[src/rtl/wb_regfile_pkg.sv]
// wb_regfile_pkg: shared register-file constants for the openMIPS pipeline.
// Holds the architectural sizing, the zero word, the NOP destination and the
// write-enable encodings that the execute and decode stages also use.
package wb_regfile_pkg;

    localparam int REG_ADDR_W = 5;
    localparam int REG_DATA_W = 32;
    localparam int REG_NUM    = 32;

    localparam logic [REG_DATA_W-1:0] ZERO_WORD    = 32'h0;
    localparam logic [REG_ADDR_W-1:0] NOP_REG_ADDR = 5'b0;

    localparam logic WRITE_ENABLE  = 1'b1;
    localparam logic WRITE_DISABLE = 1'b0;

    // Number of decode-stage read ports on the register file.
    localparam int RD_PORTS = 2;

    typedef logic [REG_ADDR_W-1:0] reg_addr_t;
    typedef logic [REG_DATA_W-1:0] reg_data_t;

endpackage

[src/rtl/wb_regfile_regfile_ram.sv]
// regfile_ram: REG_NUM x DATA_W register array.
// One synchronous write port, NRD asynchronous read ports, synchronous clear.
// Ports:
//   clk, rst_    clock, synchronous active-low clear of every entry
//   we/waddr/wdata  write port (no r0 filtering here; caller gates we)
//   raddr[NRD]   read addresses
//   rdata[NRD]   raw array contents, combinational
module regfile_ram #(
    parameter  int REG_NUM = 32,
    parameter  int DATA_W  = 32,
    parameter  int NRD     = 2,
    localparam int AW      = $clog2(REG_NUM)
) (
    input  logic                      clk,
    input  logic                      rst_,
    input  logic                      we,
    input  logic [AW-1:0]             waddr,
    input  logic [DATA_W-1:0]         wdata,
    input  logic [NRD-1:0][AW-1:0]    raddr,
    output logic [NRD-1:0][DATA_W-1:0] rdata
);

    logic [REG_NUM-1:0][DATA_W-1:0] mem;

    always_ff @(posedge clk) begin
        if (!rst_) begin
            mem <= '0;
        end else if (we) begin
            mem[waddr] <= wdata;
        end
    end

    for (genvar p = 0; p < NRD; p++) begin : g_rd
        assign rdata[p] = mem[raddr[p]];
    end

endmodule

[src/rtl/wb_regfile.sv]
// wb_regfile: write-back stage and general-purpose register file.
// The MEM/WB latch captures the result triple; the latched result commits to
// the array on the following edge. Two combinational read ports feed decode.
// Build option: define REGFILE_BYPASS_EN to forward the latched result to the
// read ports on an address match, so a dependent read sees the value one
// cycle earlier than the array does.
// Ports:
//   clk, rst_                      clock, synchronous active-low reset
//   wb_i_wreg/waddr/wdata          result from MEM stage
//   wb_i_stall, wb_i_flush         hold / invalidate the latch (flush wins)
//   rd0_en/addr/data, rd1_*        read ports (data combinational)
//   wb_o_wreg/waddr/wdata          latched result, committing this cycle
module wb_regfile #(
    parameter  int REG_NUM = wb_regfile_pkg::REG_NUM,
    parameter  int DATA_W  = wb_regfile_pkg::REG_DATA_W,
    localparam int AW      = $clog2(REG_NUM)
) (
    input  logic              clk,
    input  logic              rst_,
    input  logic              wb_i_wreg,
    input  logic [AW-1:0]     wb_i_waddr,
    input  logic [DATA_W-1:0] wb_i_wdata,
    input  logic              wb_i_stall,
    input  logic              wb_i_flush,
    input  logic              rd0_en,
    input  logic [AW-1:0]     rd0_addr,
    output logic [DATA_W-1:0] rd0_data,
    input  logic              rd1_en,
    input  logic [AW-1:0]     rd1_addr,
    output logic [DATA_W-1:0] rd1_data,
    output logic              wb_o_wreg,
    output logic [AW-1:0]     wb_o_waddr,
    output logic [DATA_W-1:0] wb_o_wdata
);

    import wb_regfile_pkg::*;

    localparam logic [AW-1:0] R0 = '0;

    // MEM/WB latch
    always_ff @(posedge clk) begin
        if (!rst_ || wb_i_flush) begin
            wb_o_wreg  <= WRITE_DISABLE;
            wb_o_waddr <= R0;
            wb_o_wdata <= '0;
        end else if (!wb_i_stall) begin
            wb_o_wreg  <= wb_i_wreg;
            wb_o_waddr <= wb_i_waddr;
            wb_o_wdata <= wb_i_wdata;
        end
    end

    // r0 writes never reach the array; a held latch during stall simply
    // rewrites the same value every cycle.
    logic commit;
    assign commit = (wb_o_wreg == WRITE_ENABLE) && (wb_o_waddr != R0);

    logic [RD_PORTS-1:0]             rd_en;
    logic [RD_PORTS-1:0][AW-1:0]     rd_addr;
    logic [RD_PORTS-1:0][DATA_W-1:0] ram_data;
    logic [RD_PORTS-1:0][DATA_W-1:0] rd_data;

    assign rd_en    = {rd1_en, rd0_en};
    assign rd_addr  = {rd1_addr, rd0_addr};
    assign rd0_data = rd_data[0];
    assign rd1_data = rd_data[1];

    regfile_ram #(
        .REG_NUM (REG_NUM),
        .DATA_W  (DATA_W),
        .NRD     (RD_PORTS)
    ) u_ram (
        .clk   (clk),
        .rst_  (rst_),
        .we    (commit),
        .waddr (wb_o_waddr),
        .wdata (wb_o_wdata),
        .raddr (rd_addr),
        .rdata (ram_data)
    );

    for (genvar p = 0; p < RD_PORTS; p++) begin : g_rd
        always_comb begin
            rd_data[p] = '0;
            // r0 check comes before the bypass so a pending r0 write can
            // never leak through the forward path.
            if (rst_ && rd_en[p] && rd_addr[p] != R0) begin
`ifdef REGFILE_BYPASS_EN
                if (wb_o_wreg == WRITE_ENABLE && wb_o_waddr == rd_addr[p])
                    rd_data[p] = wb_o_wdata;
                else
                    rd_data[p] = ram_data[p];
`else
                rd_data[p] = ram_data[p];
`endif
            end
        end
    end

endmodule

[config.mk]
export PLATFORM = sky130hd
export DESIGN_NAME = wb_regfile
export DESIGN_NICKNAME = d
export VERILOG_FILES = /design/src/rtl/wb_regfile_pkg.sv /design/src/rtl/wb_regfile_regfile_ram.sv /design/src/rtl/wb_regfile.sv
export SDC_FILE = /design/constraint.sdc
export NUM_CORES = 2
export LEC_CHECK = 0
export CAP_MARGIN = 25
export CORE_ASPECT_RATIO = 0.75
export CORE_MARGIN = 2
export CORE_UTILIZATION = 40
export CTS_BUF_LIST = sky130_fd_sc_hd__clkbuf_8
export DETAILED_ROUTE_END_ITERATION = 7
export PLACE_DENSITY_LB_ADDON = 0.05
export SYNTH_ARGS = -nofsm -noshare
export SYNTH_HDL_FRONTEND = slang
export SYNTH_SLANG_ARGS = --single-unit
[constraint.sdc]
create_clock -name clk -period 1.8 [get_ports clk]
set_input_delay 0.18 -clock clk [delete_from_list [all_inputs] [get_ports clk]]
set_output_delay 0.18 -clock clk [all_outputs]
set_load 0.1 [all_outputs]
; ---- Yosys cells after proc, flatten, opt, wreduce, memory -nomap -nowiden
; Index checks and enable logic that the tools add are counted.
[classes]
order_cmp = 4
mux = 9
n_reduce_logical = 11
[op_table]
columns = cell, count
row1 = 1024-bit bitwise mux, 1
row2 = 32-bit binary-select mux with 5-bit select, 2
row3 = 32-bit demux with 5-bit select, 1
row4 = 32-bit two-way mux, 5
row5 = "5-bit by 6-bit less-than comparator with 1-bit output, second input constant", 3
row6 = 5-bit nonzero test, 3
row7 = 1-bit logical AND, 6
row8 = "5-bit by 1-bit greater-or-equal comparator with 1-bit output, second input constant", 1
row9 = 1-bit logical NOT, 1
row10 = 1-bit logical OR, 1
[totals]
regBits = 1062
inputBits = 54
output_inout_bits = 102
word_cells = 59

; ---- Depth between registers and ports, before layout
[logic_depth]
ltp_word = 5
ltp_mapped = 9
mapped_depth_nobuf = 4

; ---- Modules after synthesis
; From an unflattened synthesis, not the netlist that was laid out.
[hier_totals]
hier_cells = 7195
area_unflattened_um2 = 57569.0
[by_module_without_submodules]
columns = mod, instances, cells_each, area_each_um2, seq_area_each_um2
row1 = regfile_ram, 1, 6913, 55355.6, 20499.7
row2 = wb_regfile, 1, 282, 2213.4, 760.7

; ---- Least setup slack after synthesis
; No wires, ideal clock.
[synth_path]
path_kind = input to output
from = in rd0_addr[0]
to = out rd0_data[16]
arrival_time_ps = 2950
t_required_ps = 1620
setup_slack_ps = -1330
stages = 8
n_path_buf = 4
cell_sequence = buf_6 > buf_4 > and2_1 > buf_2 > buf_2 > a221oi_1 > o21ai_0 > a32oi_1
[synth_via]
elab_chain_len = 3
word_cells_on_any_way = 5
classes_between = mux (3) / reduce/logical (2)
[synth_lines]
columns = element, line
row1 = start: declaration, wb_regfile.sv:26  ; input logic [AW-1:0] rd0_addr,
row2 = 32-bit binary-select mux with 5-bit select or 5-bit nonzero test (tied branches), "wb_regfile_regfile_ram.sv:34, wb_regfile.sv:87"
row3 = 32-bit two-way mux (implied by the code) or 1-bit logical AND (tied branches), "wb_regfile_regfile_ram.sv:34, wb_regfile.sv:87"
row4 = 32-bit two-way mux (*), wb_regfile.sv:87  ; if (rst_ && rd_en[p] && rd_addr[p] != R0) begin
row5 = end: declaration, wb_regfile.sv:27  ; output logic [DATA_W-1:0] rd0_data,
; Mark *: on every way between the ends. The rest lies on a longest branch, timed or not. The select of a mux whose other input is x is not followed.

; ---- Worst setup path after layout
[layout_path]
from = reg u_ram.mem[510] (netlist name)
to = out rd0_data[30]
[layout_via]
elab_chain_len = 3
[layout_lines]
columns = element, line
row1 = start: declaration, wb_regfile_regfile_ram.sv:23  ; logic [REG_NUM-1:0][DATA_W-1:0] mem;
row2 = start signal: indexed assignment, wb_regfile_regfile_ram.sv:29  ; mem[waddr] <= wdata;
row3 = 32-bit binary-select mux with 5-bit select, wb_regfile_regfile_ram.sv:34  ; assign rdata[p] = mem[raddr[p]];
row4 = 32-bit two-way mux (implied by the code), wb_regfile_regfile_ram.sv:34
row5 = 32-bit two-way mux, wb_regfile.sv:87
; No other way between the ends. The select of a mux whose other input is x is not followed.

==> parameters.txt <==
Parameter                              Value

Run status
  Status ... finished, violations left
  Violated checks ... setup timing

GRT
  M2 GR Usage ... roughly 56%
  Maximum number of pins on one net before global-route repair ... about 220
  Global route total overflow ... 0
  Global routing usage on met3 ... 7.00%
  Gr usage total ... approximately 36%
  Via count of the first global-routing pass ... a little over 50000
  Global-route wire length before repair ... about 380000 µm
  GR Layer Usage met1 ... about half
  Initial antenna violation count ... 12
  Layer carrying the most global-route usage ... met2

Die
  Die Span X ... roughly 440 µm
  Count of pins on the block boundary ... 156
  Die boundary height ... ~330 µm
  Initial Utilization ... 40.2%
  Die Footprint ... between 100000 and 150000 µm²
  Std cell rows ... roughly 120
  Core region area ... about 140000 µm²

Timing
  Unrepaired setup endpoints after global routing ... yes
  Slew of the pin with the lowest slew margin ... between 1 and 1.5 ns
  Final WS setup ... -1.06 ns
  Worst-case clock skew ... about 0.048 ns
  Final worst path period share ... 159%
  Final setup violation count ... just over 700
  Max-Slew Margin vs Limit ... between 20 and 30%
  Final max-slew violation count ... 0
  Clock period minus worst slack ... between 2 and 3 ns
  Fmax ... around 350 MHz
  Number of failing hold endpoints at the final stage ... 0

Min path
  Number of cells traversed by the worst hold path ... 4
  Hold path start ... wb_i_flush
  Hold Crit Class ... in2reg
  Hold endpoint ... wb_o_wdata[31]$_SDFFE_PP0N_

Clocking
  Clock sink count ... around 1100
  TritonCTS Buffers ... approximately 180
  Clock tree from TritonCTS ... built
  Clock latency on the worst-skew pair ... 0.98 ns
  CTS HTree Levels ... 4
  Reg clk slew, reported paths ... around 0.06 ns
  Maximum count of clock buffers along a single path ... 3
  Clk Tree Root Cell ... clkbuf_8

Yosys
  Syn Std Cell Area ... about 56000 µm²
  Asr flop ratio synth ... 0%
  Synthesized area divided by synthesized cell count ... approximately 9 µm²
  Synth cell count leaders ... nand2_1, dfxtp_1, a21boi_0
  Post-synthesis net count ... approximately 6400
  Proportion of netlist area held by the largest area contributor ... a little under two fifths
  Count leader, synth ... nand2_1
  Post-synthesis sequential area ratio ... 37.7%
  EDFF count, synth ... 0
  Synthesized netlist cell count ... approximately 6300
  Primary flip-flop cell chosen by synthesis mapping ... dfxtp_1
  Synth Register Bits ... roughly 1100
  Yosys cell types ... 41
  Leading cell types by total area after synthesis ... dfxtp_1, nand2_1, a21boi_0
  Most area-hungry cell type in the Yosys netlist ... dfxtp_1
  Yosys warnings ... 0

Placed design
  Instance area at placement ... ~68000 µm²
  Estimated wirelength of the detail-placed design ... ~170000 µm
  Pre-CTS setup slack ... -0.832 ns
  Placer congestion estimate ... 0.913
  I/O Buffers ... roughly 160

Job
  Reported max-cap violation count ... 0

Worst setup path
  Most frequent cell on the critical path ... mux4_2
  Cell count of the worst reg-to-reg path ... 8
  Type of destination of the critical path ... output port
  Register-to-register setup slack ... -0.18 ns
  End of the worst register-to-register path ... u_ram.mem[54]$_SDFFE_PN0P_
  Number of buffers and inverters on the critical path ... 1
  Worst path slowest cell ... mux4_2
  Crit start category ... flip-flop
  Reg2reg start ... wb_o_waddr[2]$_SDFFE_PP0N_
  Crit Path Category ... reg2out
  CP required ... approximately 1.6 ns
  Category of cells accounting for the largest share of critical-path delay ... multiplexers
  Cells along the critical path ... mux4_2, mux4_2, nand2b_4, nand3_4, buf_12
  Worst-path fanout max ... 3
  Biggest cell delay along the critical path ... between 0.5 and 0.6 ns
  Arrival time at the worst endpoint ... about 2.7 ns

Drt
  DRC Markers ... 0
  Total Routed Length ... 297000 µm
  Vias per Instance ... about 6
  Count of vias placed by the detailed router ... about 55000
  ANT nets after route ... 0
  Starting DRC count in detailed routing ... slightly above 7000
  1st-pass router iterations ... 6
  Per-cell routed wire length ... roughly 33 µm

Final layout
  Post-layout utilization of the core ... approximately 57%
  Synth-to-Final Area Change ... 40.7%
  Number of filler instances in the final layout ... around 12000
  Total Nets Final ... about 7000
  Layout cells sized above 1 ... between 30% and 40%
  Final non-filler cell area ... just under 80000 µm²
  Multi-input gate area ... roughly 36000 µm²
  Register area ... approximately 22000 µm²

Pwr
  Max VDD drop ... roughly 0.8 mV
  P_leak ... slightly below 30 nW
  Power density of the placed cells ... about 690 nW/µm²
==> worst reg2reg max path, delay by kind of cell (launching register included) <==
| kind | cells | cell delay (ns) |
|---|---|---|
| flops | 1 | 0.36 |
| buf+inv | 4 | 0.72 |
| compound gates | 1 | 0.13 |
| simple gates | 3 | 0.68 |
==> layout make-up <==
class	count	area share, %
Antenna cell	8	0.0253
Clock buffer	240	4.17
Clock inverter	92	0.662
Inverter	2	0.00947
Multi-Input combinational cell	4617	45.8
Sequential cell	1062	27.2
Tap cell	1875	2.96
Timing Repair Buffer	1139	19.1
==> power by group <==
group	switching [mW]	internal (mW)
registers	0.0426	23.5
logic	4.26	3.01
clock network	11.3	12.4
total	15.6	38.9
==> cells by family (layout without fill, tap and decap cells) <==
group / Yosys count / in the layout / share of synthesized area (%)
compound gates: 1397 / 1397 / 18.4
buf+inv: 655 / 1473 / 5.24
flops: 1062 / 1062 / 37.7
mux: 873 / 873 / 22.1
other cells: 0 / 8 / 0
simple gates: 2347 / 2347 / 16.5
==> worst max-delay path by stage <==
| stage | startpoint | end | slack, ns | cells past startpoint |
|---|---|---|---|---|
| finish | u_ram.mem[510]$_SDFFE_PN0P_ | rd0_data[30] | -1.06 | 5 |
| global route | u_ram.mem[446]$_SDFFE_PN0P_ | rd0_data[30] | -1.13 | 5 |
| CTS | u_ram.mem[510]$_SDFFE_PN0P_ | rd0_data[30] | -1.15 | 5 |
| detailed placement | rd1_addr[0] | rd1_data[4] | -0.83 | 10 |
| global placement | rd1_addr[0] | rd1_data[4] | -0.81 | 10 |
| floorplan | rd0_addr[0] | rd0_data[5] | -0.38 | 9 |
==> routing by layer <==
| layer | vias to the layer above | wire, µm | share of wire, % |
|---|---|---|---|
| met3 | 758 | 35000 | 12 |
| li1 | 23500 | - | - |
| met4 | 8 | 17100 | 5.8 |
| met2 | 3447 | 125000 | 42 |
| met5 | - | 60 | 0.020 |
| met1 | 27400 | 119000 | 40 |
==> cell usage in the layout, fill, tap and decap left out, types with 33 or more instances in the layout <==
| cell | n |
|---|---|
| nand2_1 | 1849 |
| dfxtp_1 | 871 |
| a21boi_0 | 620 |
| buf_4 | 558 |
| mux2i_1 | 489 |
| buf_12 | 349 |
| mux4_2 | 288 |
| a21boi_1 | 283 |
| clkbuf_8 | 240 |
| dfxtp_2 | 158 |
| a22oi_1 | 154 |
| nand2_4 | 124 |
| nand2_2 | 94 |
| a21boi_2 | 89 |
| nand3_1 | 77 |
| mux2_4 | 71 |
| a32oi_4 | 62 |
| inv_1 | 58 |
| clkbuf_16 | 58 |
| buf_6 | 44 |
| nor2_1 | 41 |
| dlygate4sd3_1 | 41 |
| clkdlybuf4s50_1 | 41 |
| and2_1 | 35 |
| a21oi_4 | 33 |
| dfxtp_4 | 33 |
==> sequential cells by signal (all words and copies together) (netlist names) <==
signal and cells:
wb_o_waddr 5, wb_o_wreg 1, wb_o_wdata 32, u_ram.mem 1024
==> stage by stage <==
| step | power (mW) | hold slack (ns) | cells | TNS [ns] |
|---|---|---|---|---|
| final | 54.5 | 0.103 | 9035 | -95.74 |
| after global routing | 55.8 | 0.0983 | 9028 | -126.95 |
| after CTS | 54.4 | 0.0157 | 8907 | -64.71 |
| after detailed placement | 30.5 | 0.458 | 8447 | -40.51 |
| after global placement | 30.5 | 0.453 | 8445 | -40.65 |
| after floorplan | 27.6 | 0.323 | 6334 | -20.58 |
==> repair_timing <==
action                                  CTS  global route
setup buffers                            71            62
hold endpoints to repair                263             0
cloned                                   23            65
resized for setup                       468           779
pin swaps                               118           325
endpoints found under the setup margin  124           482
hold buffers                             41             0
(Power assumes the default switching activity.)
